`src/rtl/tick_gen_multi.sv`:
```
// Multi-channel programmable time-base: per-channel tick pulse and 50% square wave,
// with glitch-free divisor updates staged in a shadow register and applied at period boundaries.
module tick_gen_multi #(
  parameter int CLK_HZ = 50000000,
  parameter int NUM_CH = 4,
  parameter int CNT_W  = 27,
  parameter int CH_W   = 2
) (
  input  logic              clk,
  input  logic              clr_n,
  input  logic [NUM_CH-1:0] en,
  input  logic              restart,
  input  logic              div_wr,
  input  logic [CH_W-1:0]   div_ch,
  input  logic [CNT_W-1:0]  div_val,
  output logic              div_ack,
  output logic              div_err,
  output logic [NUM_CH-1:0] tick,
  output logic [NUM_CH-1:0] sq,
  output logic [NUM_CH-1:0] pend
);

  localparam logic [CNT_W-1:0] RST_DIV  = CNT_W'(CLK_HZ);
  localparam logic [CH_W:0]    NUM_CH_W = (CH_W+1)'(NUM_CH);
  localparam logic [CNT_W-1:0] MIN_DIV  = CNT_W'(2);
  localparam logic [CNT_W-1:0] ONE      = CNT_W'(1);

  logic wr_ok;
  assign wr_ok = div_wr && ({1'b0, div_ch} < NUM_CH_W);

  // NOTE: sequential state uses non-blocking assignments so every register
  // samples pre-edge values, independent of block ordering.
  always_ff @(posedge clk or negedge clr_n) begin
    if (!clr_n) begin
      div_ack <= 1'b0;
      div_err <= 1'b0;
    end else begin
      div_ack <= div_wr;
      div_err <= div_wr && !wr_ok;
    end
  end

  for (genvar i = 0; i < NUM_CH; i++) begin : g_ch
    logic [CNT_W-1:0] cnt_q, div_q, shadow_q;
    logic [CNT_W-1:0] d_eff, cnt_nxt;
    logic             wrap, wr_hit, apply;
    logic             tick_q, sq_q, pend_q;

    // NOTE: every always_comb output is assigned on every path, so no latch is inferred.
    always_comb begin
      d_eff   = (div_q < MIN_DIV) ? MIN_DIV : div_q;
      // >= rather than == keeps the counter bounded if a smaller divisor lands
      // while the channel is paused above it.
      wrap    = en[i] && (cnt_q >= d_eff - ONE);
      cnt_nxt = wrap ? '0 : cnt_q + ONE;
      wr_hit  = wr_ok && (div_ch == CH_W'(i));
      apply   = pend_q && (restart || !en[i] || wrap);
    end

    always_ff @(posedge clk or negedge clr_n) begin
      if (!clr_n) begin
        cnt_q    <= '0;
        div_q    <= RST_DIV;
        shadow_q <= RST_DIV;
        tick_q   <= 1'b0;
        sq_q     <= 1'b0;
        pend_q   <= 1'b0;
      end else begin
        if (restart) begin
          cnt_q  <= '0;
          tick_q <= 1'b0;
          sq_q   <= 1'b0;
        end else if (en[i]) begin
          cnt_q  <= cnt_nxt;
          tick_q <= wrap;
          sq_q   <= (cnt_nxt >= (d_eff >> 1));
        end else begin
          tick_q <= 1'b0;
        end

        // Apply takes the pre-edge shadow; a simultaneous write stays pending.
        if (apply) div_q <= shadow_q;
        if (wr_hit) begin
          shadow_q <= div_val;
          pend_q   <= 1'b1;
        end else if (apply) begin
          pend_q   <= 1'b0;
        end
      end
    end

    assign tick[i] = tick_q;
    assign sq[i]   = sq_q;
    assign pend[i] = pend_q;
  end

endmodule
```
`config.mk`:
```
export PLATFORM = sky130hd
export DESIGN_NAME = tick_gen_multi
export DESIGN_NICKNAME = d
export VERILOG_FILES = /design/src/rtl/tick_gen_multi.sv
export SDC_FILE = /design/constraint.sdc
export NUM_CORES = 1
export LEC_CHECK = 0
export BUFFER_PORTS_ARGS = -buffer_cell sky130_fd_sc_hd__buf_2
export CORE_MARGIN = 2
export CORE_UTILIZATION = 40
export CTS_CLUSTER_SIZE = 12
export DETAILED_ROUTE_END_ITERATION = 16
export GPL_ROUTABILITY_DRIVEN = 0
export MAX_ROUTING_LAYER = met4
export PLACE_DENSITY = 0.64
export RECOVER_POWER = 50
export SYNTH_ARGS = -nofsm -noshare
export SYNTH_HDL_FRONTEND = slang
export SYNTH_SLANG_ARGS = --single-unit
```
`constraint.sdc`:
```
create_clock -name clk -period 13.3 [get_ports clk]
set_clock_uncertainty 0.1 [all_clocks]
set_input_delay 1.995 -clock clk [delete_from_list [all_inputs] [get_ports clk]]
set_output_delay 1.995 -clock clk [all_outputs]
set_load 0.01 [all_outputs]
```
== Word-level counts from Yosys, hierarchy flattened ==
Index checks and enable logic that the tools add are counted.

* Order comparisons: 12
* Mux-type cells: 40
* Reductions and logical operators: 33
* Add/sub/neg operators: 8
* Eq/ne operators: 3

{| class="wikitable"
|+ Operators with widths
! kind !! count
|-
| $mux W27 || 16
|-
| $add A27 B1 Y27 const B || 4
|-
| $ge A27 B26 Y1 || 4
|-
| $ge A27 B27 Y1 || 4
|-
| $lt A27 B2 Y1 const B || 4
|-
| $sub A27 B1 Y27 const B || 4
|-
| $mux W1 || 24
|-
| $reduce_bool A2 Y1 || 8
|-
| $logic_and A1 B1 Y1 || 12
|-
| $logic_or A1 B1 Y1 || 8
|-
| $eq A2 B2 Y1 const B || 2
|-
| $logic_not A1 Y1 || 4
|-
| $eq A2 B1 Y1 const B || 1
|-
| $logic_not A2 Y1 || 1
|}

* Register bits after elaboration: 337
* Output and inout port bits: 14
* Logic and storage cells: 121
* Bits of input ports: 37

== Depth between registers and ports, before layout ==
* Depth in word-level cells: 9
* Mapped depth: 30
* Depth with buffers taken out: 28

== Worst setup path before layout ==
OpenSTA, ideal clock, no wires.

* Path type: reg2reg
* Start: register g_ch[0].div_q[10]
* End: register g_ch[0].sq_q
* Buffers on the path: 1
* Library setup time: 0.099 ns
* Period minus slack after synthesis: 6.962 ns
* Arrival time: 6.763 ns
* Stages on the path, launching flop included: 30
* Path slack: 6.338 ns
* Cells stage by stage: dfrtp_1 > or4_4 > or4_1 > nand4b_1 > or4b_4 > nand2_1 > ha_1 > nand2_1 > nor4_1 > nand2_1 > nor4_2 > nand3_1 > xnor2_1 > ha_1 > nand4_1 > nor2_1 > nand4_1 > o32ai_2 > nor2_1 > nor2_1 > clkbuf_1 > nor2_1 > ha_1 > and4_1 > nand4_1 > a211oi_1 > a2111oi_0 > o21ai_0 > nand4_1 > a311oi_1

* Cells in the longest elaborated chain, start to end: 9

{| class="wikitable"
|+ RTL lines
! what !! line !! RTL
|-
| start, declared || 44 || <nowiki>logic [CNT_W-1:0] cnt_q, div_q, shadow_q;</nowiki>
|-
| start signal, assigned || 82 || <nowiki>if (apply) div_q <= shadow_q;</nowiki>
|-
| $lt A27 B2 Y1 || 51 || <nowiki>d_eff = (div_q < MIN_DIV) ? MIN_DIV : div_q;</nowiki>
|-
| $mux W27 (*) || 51 ||
|-
| $sub A27 B1 Y27 || 54 || <nowiki>wrap = en[i] && (cnt_q >= d_eff - ONE);</nowiki>
|-
| $ge A27 B27 Y1 || 54 ||
|-
| $logic_and A1 B1 Y1 || 54 ||
|-
| $mux W27 || 55 || <nowiki>cnt_nxt = wrap ? '0 : cnt_q + ONE;</nowiki>
|-
| $ge A27 B26 Y1 (*) || 76 || <nowiki>sq_q <= (cnt_nxt >= (d_eff >> 1));</nowiki>
|-
| $mux W1 (*) || 73 || <nowiki>end else if (en[i]) begin</nowiki>
|-
| $mux W1 (*) || 69 || <nowiki>if (restart) begin</nowiki>
|-
| end signal, assigned || 76 ||
|-
| end, declared || 47 || <nowiki>logic tick_q, sq_q, pend_q;</nowiki>
|}

Every way passes the cells marked *; elsewhere a longest branch is shown, timed or not. The select of a mux whose other input is x is not followed.
A chain may end at the register's enable or synchronous reset.

==> impl_metrics.env <==
export IMPL_path_common_cell="clkbuf_1"
export IMPL_clk_pin_slew_ns=0.06
export IMPL_globalRouteTotalUtil_pct=20.5
export IMPL_endpoint_kind="asynchronous set/reset pin"
export IMPL_violations="capacitance limit, slew limit"
export IMPL_maxSlewViolCount=301
export IMPL_antenna_found_initial=0
export IMPL_drc_errors=0
export IMPL_synth_top_area_share_pct=25.6
export IMPL_synth_cell_types=85
export IMPL_ys_warn_count=0
export IMPL_post_dp_cell_area_um2=24400
export IMPL_vias=18500
export IMPL_worstPathArrival_ns=9.08
export IMPL_worstSetupPathType="input pin to asynchronous set/reset pin"
export IMPL_drv_cap=6
export IMPL_drt_antenna_violating_nets=0
export IMPL_yosys_area_top_type="dfrtp_1"
export IMPL_crit_family="buffers and inverters"
export IMPL_synth_async_sr_flop_share_pct=100
export IMPL_ctsHoldBuffers=0
export IMPL_drive_gt1_share_pct=18.8
export IMPL_finish_utilization_pct=44.1
export IMPL_grt_pass1_wl_um=97800
export IMPL_ys_ff_latch=337
export IMPL_finalSetupViolCount=0
export IMPL_cts_tree="built"
export IMPL_post_cts_resized=0
export IMPL_r2r_cells=27
export IMPL_worst_ir_drop_vdd_v=0.0000771
export IMPL_chipHeight_um=246
export IMPL_rows=88
export IMPL_hpwl_um=44100
export IMPL_reg2reg_to="g_ch[2].sq_q"
export IMPL_initial_core_util_pct=40.6
export IMPL_cts_root_buf="clkbuf_16"
export IMPL_crit_buf_inv=2
export IMPL_postCtsSetupRepairBufs=0
export IMPL_relSlewSlack_pct=-342
export IMPL_layout_min_cycle_time_ns=9.16
export IMPL_path_cells="clkbuf_1 -> clkbuf_1"
export IMPL_holdPathStages=1
export IMPL_fin_ws_ns=4.14
export IMPL_grt_overflow_total=0
export IMPL_clock_sinks=337
export IMPL_ios=51
export IMPL_p_per_area_nw_per_um2=135
export IMPL_min_period_over_period_pct=68.8
export IMPL_place_ws_ns=5.14
export IMPL_synth_avg_cell_area_um2=9.51
export IMPL_critPathSlowestCell="clkbuf_1"
export IMPL_rsz0062_at_grt="no"
export IMPL_netlist_instances=2472
export IMPL_clock_latency_ns=0.57
export IMPL_ys_dominant_reg_cell="dfrtp_1"
export IMPL_min_from="g_ch[1].shadow_q[9]"
export IMPL_drt_total_wl_um=60200
export IMPL_htree_levels=2
export IMPL_drt_vias_per_instance=5.66
export IMPL_nNetsFinal=2727
export IMPL_avgRoutedWirePerCell_um=18.4
export IMPL_r2r_start="g_ch[2].div_q[11]"
export IMPL_cts_buffers=38
export IMPL_areaGrowthSynthToFinish_pct=8.67
export IMPL_clock_path_buffers=3
export IMPL_fin_setup_tns_ns=0
export IMPL_worst_pin_slew_ns=6.63
export IMPL_status="finished with violations"
export IMPL_timing_hold_ws_ns=0.397
export IMPL_power_static_leakage_nw=11.2
export IMPL_fillCellCount=5542
export IMPL_cp_required_ns=13.22
export IMPL_die_area_um2=60700
export IMPL_synth_fp_nets=2729
export IMPL_place_inst=3195
export IMPL_min_to="g_ch[1].div_q[9]"
export IMPL_path_max_fanout=126
export IMPL_multi_input_area_um2=13900
export IMPL_fp_dieW_um=246
export IMPL_cp_start_kind="input pin"
export IMPL_grt_max_degree=157
export IMPL_portBuffers=49
export IMPL_final_hold_violation_count=0
export IMPL_reg2reg_slack_ns=5.08
export IMPL_synth_edf_count=0
export IMPL_worst_path_largest_cell_delay_ns=4.52
export IMPL_dr_pass1_iters=6
export IMPL_total_power_mw=3.46
export IMPL_regArea_um2=8550
export IMPL_drt_iter0_drc=1628
export IMPL_ys_top_cells_by_area="dfrtp_1, ha_1, dfstp_2, mux2_2, xnor2_1"
export IMPL_antenna_cells=0
export IMPL_fin_cells=3264
export IMPL_hold_path_class="register to register"
export IMPL_postLayoutCellArea_um2=25600
export IMPL_fmax_mhz=109
export IMPL_ys_seq_area_share_pct=36.4
export IMPL_grt_pass1_vias=18200
export IMPL_core_area_um2=57900
export IMPL_synth_area_um2=23500
how the worst max path moves through the flow:
stage | from | endpoint | cells past startpoint
floorplan | g_ch[0].div_q[10] | g_ch[0].sq_q | 29
global placement | g_ch[2].div_q[11] | g_ch[2].sq_q | 27
detailed placement | g_ch[2].div_q[11] | g_ch[2].sq_q | 27
CTS | g_ch[2].div_q[11] | g_ch[2].sq_q | 27
global route | clr_n | g_ch[1].cnt_q[19] | 2
finish | clr_n | g_ch[1].cnt_q[0] | 2
synth_stat cells, types with 7 or more instances:
master,n
dfrtp_1,241
nor2_1,238
ha_1,220
mux2_2,219
nand2_1,152
xnor2_1,142
inv_1,136
a21oi_1,103
nand3_1,97
dfstp_2,96
nor3_1,88
clkbuf_1,82
o21ai_0,73
nand4_1,53
xor2_1,44
nor4_1,37
and3_1,32
a21o_1,29
o31ai_1,22
nor2b_1,21
and2_1,19
or3_1,19
a211oi_1,18
nand2b_1,18
buf_4,17
nand3b_1,14
or4_1,14
a221o_1,13
a22oi_1,13
o211ai_1,13
mux2i_1,12
and4_1,11
a2bb2oi_1,9
o2bb2ai_1,9
buf_2,8
nor4b_1,8
o21a_1,8
o21bai_1,8
or2_2,8
a2111oi_0,7
a31oi_1,7
area by class of cell:
class                           count  area share (%)
Inverter                          138            2.03
Clock inverter                     13           0.406
Multi-Input combinational cell   1881            54.6
Timing Repair Buffer               74            1.64
Tap cell                          765            3.75
Clock buffer                       56            4.15
Sequential cell                   337            33.5
cell usage in the layout, fill, tap and decap left out, types with 21 or more instances in the layout:
cell type	instances
dfstp_2	96
nand3_1	97
inv_1	136
a21oi_1	103
nor2b_1	21
nand4_1	53
nand2_1	152
o31ai_1	22
clkbuf_1	28
xor2_1	44
mux2_2	219
dfrtp_1	241
clkbuf_16	39
nor3_1	87
ha_1	220
o21ai_0	73
nor2_1	238
nor4_1	37
buf_2	40
and3_1	32
xnor2_1	142
a21o_1	29
per-layer routing:
metal	track usage, %	vias to the layer above	routed length (um)
met5	-	-	0
li1	-	8881	-
met2	32.6	494	27900
met4	7.58	0	1950
met3	2.24	103	2560
met1	27.0	9010	27800
cell families after synthesis:
| family | Yosys count | share of synthesized area [%] |
|---|---|---|
| compound gates | 385 | 11.0 |
| xor+xnor | 186 | 6.93 |
| fa+ha+maj | 220 | 11.7 |
| buf+inv | 254 | 4.44 |
| flops | 337 | 36.4 |
| mux | 231 | 11.0 |
| other cells | 1 | 0.0159 |
| simple gates | 858 | 18.5 |
where the power goes:
| group | switching (mW) | leakage, nW | internal [mW] |
|---|---|---|---|
| combinational | 0.512 | 6.49 | 0.450 |
| clock | 0.438 | 0.571 | 0.575 |
| sequential | 0.205 | 4.12 | 1.28 |
| total | 1.16 | 11.2 | 2.31 |
registers in the layout (all words and copies together), names as in the netlist:
| register | cells |
|---|---|
| div_ack | 1 |
| g_ch.shadow_q | 108 |
| g_ch.pend_q | 4 |
| g_ch.cnt_q | 108 |
| g_ch.tick_q | 4 |
| g_ch.div_q | 108 |
| g_ch.sq_q | 4 |
Note: power is estimated with default switching activity, not from simulation.
